==> config.mk <==
export PLATFORM = sky130hd
export DESIGN_NAME = io_instr_seq
export DESIGN_NICKNAME = d
export VERILOG_FILES = /design/src/rtl/io_instr_seq.sv
export SDC_FILE = /design/constraint.sdc
export NUM_CORES = 1
export LEC_CHECK = 0
export CAP_MARGIN = 25
export CELL_PAD_IN_SITES_DETAIL_PLACEMENT = 0
export CELL_PAD_IN_SITES_GLOBAL_PLACEMENT = 1
export CORE_MARGIN = 4
export CORE_UTILIZATION = 33
export CTS_BUF_LIST = sky130_fd_sc_hd__clkbuf_4 sky130_fd_sc_hd__clkbuf_8 sky130_fd_sc_hd__clkbuf_16
export DETAILED_ROUTE_END_ITERATION = 10
export PLACE_DENSITY = 0.82
export RECOVER_POWER = 100
export SYNTH_ARGS = -nofsm -noshare
export SYNTH_HDL_FRONTEND = slang
export SYNTH_SLANG_ARGS = --single-unit
==> constraint.sdc <==
create_clock -name clk -period 2.6 [get_ports clk]
set_clock_uncertainty 0.1 [all_clocks]
set_input_delay 0.52 -clock clk [delete_from_list [all_inputs] [get_ports clk]]
set_output_delay 0.52 -clock clk [all_outputs]
set_load 0.05 [all_outputs]
==> src/rtl/io_instr_seq.sv <==
// Z80 I/O instruction sequencer: issues the port cycle for IN/OUT and, for the block forms, the
// interleaved memory cycle, then returns read data, updated B/HL and flags to the register file.
module io_instr_seq (
    input  logic        clk,
    input  logic        nRESET,
    input  logic        start,
    input  logic [1:0]  op,
    input  logic        blk,
    input  logic        dec,
    input  logic        rep,
    input  logic [7:0]  a_in,
    input  logic [7:0]  n_in,
    input  logic [7:0]  wval_in,
    input  logic [7:0]  f_in,
    input  logic [15:0] bc_in,
    input  logic [15:0] hl_in,
    output logic        io_activate,
    output logic        io_rd,
    output logic        io_wr,
    output logic [15:0] io_addr,
    output logic [7:0]  io_wdata,
    input  logic [7:0]  io_rdata,
    input  logic        io_done,
    output logic        mem_req,
    output logic        mem_wr,
    output logic [15:0] mem_addr,
    output logic [7:0]  mem_wdata,
    input  logic [7:0]  mem_rdata,
    input  logic        mem_done,
    output logic        busy,
    output logic        done,
    output logic [7:0]  rdata,
    output logic [7:0]  b_out,
    output logic [15:0] hl_out,
    output logic [7:0]  f_out,
    output logic        f_we
);

    typedef enum logic [2:0] {
        S_IDLE, S_IO_GO, S_IO_WAIT, S_MEM_GO, S_MEM_WAIT, S_UPD, S_FIN
    } state_t;

    state_t      state_q, state_d;
    logic [1:0]  op_q;
    logic        blk_q, dec_q, rep_q;
    logic [7:0]  a_q, n_q, wval_q, f_q, c_q;
    logic [7:0]  b_q, b_d;
    logic [15:0] hl_q, hl_d;
    logic [7:0]  data_q, data_d;
    logic [7:0]  rdata_q, b_out_q, f_out_q;
    logic [15:0] hl_out_q;
    logic        done_q, f_we_q;

    logic        is_in, blk_in, blk_out, in_c, io_cycle, mem_cycle, load;
    logic [7:0]  in_c_flags, blk_flags;

    assign load      = (state_q == S_IDLE) && start;
    assign is_in     = ~op_q[1];
    assign blk_in    = blk_q & is_in;
    assign blk_out   = blk_q & op_q[1];
    assign in_c      = ~blk_q & is_in & op_q[0];
    assign io_cycle  = (state_q == S_IO_GO) || (state_q == S_IO_WAIT);
    assign mem_cycle = (state_q == S_MEM_GO) || (state_q == S_MEM_WAIT);

    // Flag layout: S Z 5 H 3 P/V N C
    assign in_c_flags = {data_q[7], data_q == 8'h00, data_q[5], 1'b0, data_q[3], ~^data_q, 1'b0, f_q[0]};
    assign blk_flags  = {b_q[7], b_q == 8'h00, f_q[5:2], 1'b1, f_q[0]};

    // NOTE: every signal written here gets a default first, so no path leaves one unassigned (no latch).
    always_comb begin
        state_d = state_q;
        b_d     = b_q;
        hl_d    = hl_q;
        data_d  = data_q;
        case (state_q)
            S_IDLE: begin
                if (start) begin
                    b_d     = bc_in[15:8];
                    hl_d    = hl_in;
                    data_d  = 8'h00;
                    state_d = (blk && op[1]) ? S_MEM_GO : S_IO_GO;
                end
            end
            S_IO_GO: state_d = S_IO_WAIT;
            S_IO_WAIT: begin
                if (io_done) begin
                    // OUT forms keep data_q: for block out it holds the memory byte being sent.
                    if (is_in) data_d = io_rdata;
                    if (blk_in)       state_d = S_MEM_GO;
                    else if (blk_out) state_d = S_UPD;
                    else              state_d = S_FIN;
                end
            end
            S_MEM_GO: state_d = S_MEM_WAIT;
            S_MEM_WAIT: begin
                if (mem_done) begin
                    if (blk_out) begin
                        data_d  = mem_rdata;
                        b_d     = b_q - 8'd1;
                        state_d = S_IO_GO;
                    end else begin
                        state_d = S_UPD;
                    end
                end
            end
            S_UPD: begin
                if (blk_in) b_d = b_q - 8'd1;
                hl_d = dec_q ? hl_q - 16'd1 : hl_q + 16'd1;
                if (rep_q && (b_d != 8'h00)) state_d = blk_in ? S_IO_GO : S_MEM_GO;
                else                         state_d = S_FIN;
            end
            S_FIN:   state_d = S_IDLE;
            default: state_d = S_IDLE;
        endcase
    end

    // NOTE: sequential state uses non-blocking assignments so every register sees pre-edge values.
    always_ff @(posedge clk or negedge nRESET) begin
        if (!nRESET) begin
            state_q  <= S_IDLE;
            op_q     <= 2'd0;
            blk_q    <= 1'b0;
            dec_q    <= 1'b0;
            rep_q    <= 1'b0;
            a_q      <= 8'h00;
            n_q      <= 8'h00;
            wval_q   <= 8'h00;
            f_q      <= 8'h00;
            c_q      <= 8'h00;
            b_q      <= 8'h00;
            hl_q     <= 16'h0000;
            data_q   <= 8'h00;
            rdata_q  <= 8'h00;
            b_out_q  <= 8'h00;
            hl_out_q <= 16'h0000;
            f_out_q  <= 8'h00;
            done_q   <= 1'b0;
            f_we_q   <= 1'b0;
        end else begin
            state_q <= state_d;
            b_q     <= b_d;
            hl_q    <= hl_d;
            data_q  <= data_d;
            if (load) begin
                op_q   <= op;
                blk_q  <= blk;
                dec_q  <= dec;
                rep_q  <= rep;
                a_q    <= a_in;
                n_q    <= n_in;
                wval_q <= wval_in;
                f_q    <= f_in;
                c_q    <= bc_in[7:0];
            end
            done_q <= (state_q == S_FIN);
            f_we_q <= (state_q == S_FIN) && (blk_q || in_c);
            if (state_q == S_FIN) begin
                rdata_q  <= data_q;
                b_out_q  <= b_q;
                hl_out_q <= hl_q;
                f_out_q  <= blk_q ? blk_flags : (in_c ? in_c_flags : f_q);
            end
        end
    end

    // Bus outputs are qualified by state so they read zero whenever no cycle is outstanding.
    assign io_activate = (state_q == S_IO_GO);
    assign io_rd       = io_cycle & is_in;
    assign io_wr       = io_cycle & op_q[1];
    assign io_addr     = !io_cycle ? 16'h0000 :
                         (!blk_q && !op_q[0]) ? {a_q, n_q} : {b_q, c_q};
    assign io_wdata    = !(io_cycle && op_q[1]) ? 8'h00 :
                         blk_q ? data_q : (op_q[0] ? wval_q : a_q);

    assign mem_req   = (state_q == S_MEM_GO);
    assign mem_wr    = mem_cycle & blk_in;
    assign mem_addr  = mem_cycle ? hl_q : 16'h0000;
    assign mem_wdata = (mem_cycle && blk_in) ? data_q : 8'h00;

    assign busy   = (state_q != S_IDLE);
    assign done   = done_q;
    assign rdata  = rdata_q;
    assign b_out  = b_out_q;
    assign hl_out = hl_out_q;
    assign f_out  = f_out_q;
    assign f_we   = f_we_q;

endmodule

[Word-level counts from Yosys, hierarchy flattened]
Cells that the tools add are included.
Storage, ports and cells
  output and inout bits: 96
  logic and storage cells: 101
  flip-flop bits (word level): 122
  input port bits: 90
Cells by class
  bitwise logic cells: 9
  multiplexer cells: 34
  equal/unequal tests: 11
  add/subtract/negate cells: 3
  reductions and logical operators: 25
Operators with widths (number)
  2-to-1 mux 8 bit: 16
  2-to-1 mux 16 bit: 5
  case mux 8 bit (3 select lines): 2
  case mux 16 bit (2 select lines): 1
  2-to-1 mux 3 bit: 6
  case mux 3 bit (6 select lines): 1
  adder 16 x 1 -> 16 bit, second input constant: 1
  zero test 8 bit: 2
  subtractor 16 x 1 -> 16 bit, second input constant: 1
  inequality test 2 bit, second input constant: 5
  == test 3 bit, second input constant: 3
  nonzero test 3 bit: 3
  nonzero test 8 bit: 1
  XNOR reduction 8 bit: 1
  subtractor 8 x 1 -> 8 bit, second input constant: 1
  bitwise AND 1 bit: 7
  logical AND 1 bit: 7
  == test 3 x 2 -> 1 bit, second input constant: 2
  2-to-1 mux 2 bit: 3
  AND reduction 6 bit: 1
  AND reduction 4 bit: 1
  == test 3 x 1 -> 1 bit, second input constant: 1
  zero test 3 bit: 1
  logical OR 1 bit: 3
  other kinds (5): 7

[Depth between registers and ports, before layout]
  depth after elaboration: 8
  mapped depth: 9
  mapped depth without buffers: 9

[Least setup slack after synthesis]
No wires, ideal clock.
  path type: register to output
  start point: reg state_q[1]
  end point: out io_wdata[0]
  path buffers: 1
  setup slack: -1.502 ns
  stages on the path, launching flop included: 5
  required time: 1.980 ns
  arrival: 3.482 ns
  cells stage by stage: dfrtp_1 buf_2 nor3_1 o21ai_1 a211oi_1
On the way
  word-level cells in the longest chain between the ends: 4
  elaborated cells on any way between the ends: 5
  those cells by class: eq/ne (2); mux (1); reduce/logical (2)
Ends and longest elaborated chain
  start: declaration: RTL line 43  | state_t state_q, state_d;
  start signal: assignment: RTL line 140  | state_q <= state_d;
  == test 3 x 1 -> 1 bit
  net io_activate: RTL line 17  | output logic io_activate,
  logical OR 1 bit: RTL line 62  | assign io_cycle = (state_q == S_IO_GO) || (state_q == S_IO_WAIT);
  logical AND 1 bit: RTL line 172  | assign io_wdata = !(io_cycle && op_q[1]) ? 8'h00 :
  2-to-1 mux 8 bit: RTL line 172
  end: declaration: RTL line 21  | output logic [7:0] io_wdata,
The timed path passes the listed nets, and every way through them passes these cells.

[Worst setup path in the final report]
  start point: reg state_q[2]
  end point: out io_wdata[7]
On the way
  word-level cells in the longest chain between the ends: 4
  elaborated cells on any way between the ends: 5
  those cells by class: eq/ne (2); mux (1); reduce/logical (2)
Ends and longest elaborated chain (RTL line)
  == test 3 x 1 -> 1 bit or == test 3 x 2 -> 1 bit (tied branches): 62
  logical OR 1 bit *: 62
  logical AND 1 bit *: 172
  2-to-1 mux 8 bit *: 172
Every way passes the cells marked *; elsewhere a longest branch is shown, timed or not.

==> summary by stage <==
Status
The run finished with clean final reports.

Synthesis
Synthesis inferred around 120 register bits. The largest total area in the synthesized netlist belongs to dfrtp_1. The count of flip-flops with a built-in enable after synthesis is 0. The share of async-settable or async-resettable flops after synthesis is 100%. The number of nets in the synthesized netlist is 831. During synthesis, Yosys emitted a total of 0 warnings. The unique cell type count in the Yosys netlist is 58.

Averaged over all synthesized cells, the footprint is between 9 and 10 µm². The synthesized cell area is 0.00672 mm². In this run the biggest area consumer among cell types represents 45.4% of the synthesized area. The cell count after synthesis came out at 721.

Sorting the synthesized cells by area gives the leading types as dfrtp_1 45%, mux2_2 8.7%, nand2_1 7.2%. The part of the Yosys area used for sequential elements is 45.4%. In the synthesized netlist the dominant register cell turns out to be dfrtp_1. The most common cell in the netlist is nand2_1. In the synthesized netlist, the cells that appear most often are 129 x nand2_1, 122 x dfrtp_1, 60 x a21oi_1.

Critical path
On the worst path, the slowest cell contributes a delay of 0.49 ns. The worst setup path is launched from a register. The maximum fanout encountered on the critical timing path is 6. The critical path goes through nor3_4 -> o21ai_4 -> a211oi_4 -> buf_12. The combined buffer and inverter count along the critical path is 1.

Broken down by cell family, the worst path's largest delay share belongs to flip-flops. In this run the critical register-to-register path is launched from b_q[0]. The signal arrival time at the worst endpoint is between 1.5 and 2 ns. The worst setup path is captured at a primary output. The critical path required time is just under 2 ns. In this run the worst setup path begins at state_q[2]. For this design, the slowest cell found on the critical path is dfrtp_2. The type of the worst setup path is register to primary output.

STA
Setup total negative slack on the finished layout was measured at 0 ns. The final period demand of the worst path is between 2 and 3 ns. Setup repair after global routing could not meet its margin everywhere. The final critical-path share of the clock period is 97.3%. After layout, the worst setup slack is 0.0689 ns. The actual transition at the worst max-transition pin is 1.37 ns. The total count of hold-check failures in the final report is 0.

The max-slew headroom at the worst pin is 8.69%. The count of final max-slew check failures is 0. Static timing analysis puts the maximum clock frequency at 395 MHz.

On the final layout, the worst hold slack is 0.371 ns. The count of final setup violators is 0.

Min path
The tightest min-delay check is of the register to register type. The startpoint of the lowest-slack hold path is hl_out[2].

Place
The setup slack after placement is 0.117 ns. The quantity of I/O buffers inserted on ports is 185. Once placement completed, the tool counted placed cells totaling approximately 1200. The congestion estimate from routability-driven global placement came to 0.855. Detailed placement ended at an HPWL of 15600 µm.

Finish
The number of antenna diodes in the final layout is 0. Measured on the finished design, the core utilization comes to 53.4%. After the flow finishes, the layout carries non-filler instances totaling roughly 1200. The area growth from synthesis to layout is 57.0%.

The sequential cells in the finished layout cover a total of between 0.003 and 0.004 mm². The multi-input combinational cells in the finished layout cover a total of 0.00376 mm². The number of fill cells in the layout is 1793.

The share of cells above drive strength 1 is 24.9%. At the end of the flow, the number of nets in the layout was 1034.

Clocking
The tree is rooted in a clkbuf_16. TritonCTS built the clock tree. After clock tree synthesis, the clock-pin slew on the worst setup and hold paths is 0.06 ns. The number of clock sinks is 122. The buffer depth of the longest clock path is 2. The H-tree was split into 4 levels. Counting the buffers created by CTS gives 17. At the later pin of the worst-skew pair, clock insertion delay measures about 0.42 ns.

Global routing
The total congestion overflow after global routing is 0. Entering global routing, the biggest net connects 52 pins. The initial antenna violation count came to 0. The via count of the first global-routing pass is just over 6000. For this run, the total global-route usage over all layers was measured as 18.8%. The first global-routing pass estimated 33500 µm of wire.

Detailed routing
The first detailed-routing pass took 4 iterations. The count of antenna-violating nets left after detailed routing is 0. The via count normalized by instance count is roughly 5.0. After the first detailed-routing iteration, the DRC count stood at roughly 350. The average routed wire per standard cell is 17.5 µm. The final routed wirelength across all metal layers is about 21000 µm. The post-route DRC violation count is 0. The via count of the routed design is approximately 6000.

Power and ir drop
The peak supply drop is 0.000785 V. The share of total power dissipated in sequential elements is 22.0%. The reported net switching power is 8.02 mW. The leakage component of the power is 4.39 nW. Per report_power, the clock group accounts for a little over an eighth of the total. The share of power burned in combinational logic is 64.3%. The cell-internal power is 8.73 mW.

The fraction of power spent switching nets is a little under half. The power density over cell area is about 1600 mW/mm².

Floorplan
The die is 151 µm tall. The die outline width is 151 µm. In this run the count of I/O pins placed on the die edge is approximately 190. The starting density of the core is about a third. The core region is roughly 0.020 mm². After floorplanning, the core was divided into 51 placement rows. The area enclosed by the die boundary is 0.0227 mm².

Run
The tool flagged a number of max-cap violations equal to 0.
[power groups by stage]
stage               Sequential, mW  Clock [mW]  Combinational (mW)
finish                        3.69        2.29                10.8
global route                  3.84        2.43                11.6
CTS                           3.68        2.35                10.6
detailed placement            3.69           0                10.4
global placement              3.66           0                10.3
floorplan                     4.31           0                5.99
[through the flow]
stage / power, mW / instance area, µm²
floorplan: 10.3 / 6960
global placement: 14.0 / 9790
detailed placement: 14.1 / 9790
CTS: 16.6 / 10500
global route: 17.9 / 10600
finish: 16.8 / 10600
[worst reg2reg max path, cell delays in order (launching register included)]
cell	delay (ns)
dfrtp_1	0.49
inv_1	0.12
ha_1	0.34
nand2b_1	0.11
or4_1	0.50
nor3_1	0.40
a21oi_1	0.13
o21ai_0	0.17
[area by class of cell]
class                   count  area share, %
repair buffers            227           26.2
clock inverters            15           1.34
clock buffers              17           4.03
well taps                 265           3.14
inverters                  22          0.782
flip-flops and latches    122           29.0
multi-input cells         534           35.6
[placed cells by master (no fill, tap or decap), types with 4 or more instances in the layout]
cell / n
a211oi_1: 19
a211oi_4: 8
a21oi_1: 44
a21oi_4: 15
a221oi_1: 9
a31oi_1: 5
and2_1: 22
buf_12: 57
buf_4: 33
clkbuf_16: 18
clkdlybuf4s50_1: 130
clkinv_4: 4
dfrtp_1: 117
dfrtp_2: 5
ha_1: 19
inv_1: 18
inv_6: 4
mux2_2: 52
mux2i_1: 10
nand2_1: 128
nand2b_1: 5
nand3_1: 10
nor2_1: 28
nor2b_1: 15
nor3_1: 13
o21ai_0: 48
o21ai_1: 4
o31ai_1: 5
xnor2_1: 11
xor2_1: 4
[worst paths after layout]
path,end,slack (ns),cells past startpoint
setup / recovery,io_wdata[7],0.07,4
hold / removal,hl_out[2],0.37,2
setup reg to reg,f_out[6],0.18,7
hold reg to reg,hl_out[2],0.37,2
max in group asynchronous,op_q[0],0.39,3
min in group asynchronous,hl_out[11],0.84,2
[cells by family (layout without fill, tap and decap cells)]
family / count (synthesis) / after routing / synth area share, %
and+or+nand+nor: 245 / 245 / 16.7
AOI/OAI and AO/OA: 191 / 192 / 17.8
DFF: 122 / 122 / 45.4
buffers and inverters: 66 / 281 / 4.06
muxes: 62 / 62 / 10.2
adders and majority gates: 20 / 20 / 3.83
xor gates and xnor gates: 15 / 15 / 1.95
[per-layer routing]
layer,track usage (%),wire length [µm]
met1,26.3,9590
met4,3.85,182
met3,4.85,1230
met5,0,0
met2,29.6,10000
[timing repair]
item                                    CTS  global route
endpoints found under the setup margin   47            50
gates cloned                              1             1
resized for setup                        16            16
setup buffers                             3             3
pin swaps                                 4             2
endpoints found under the hold margin    48             0
hold buffers                              1             0
Power figures use the tool's default switching activity.
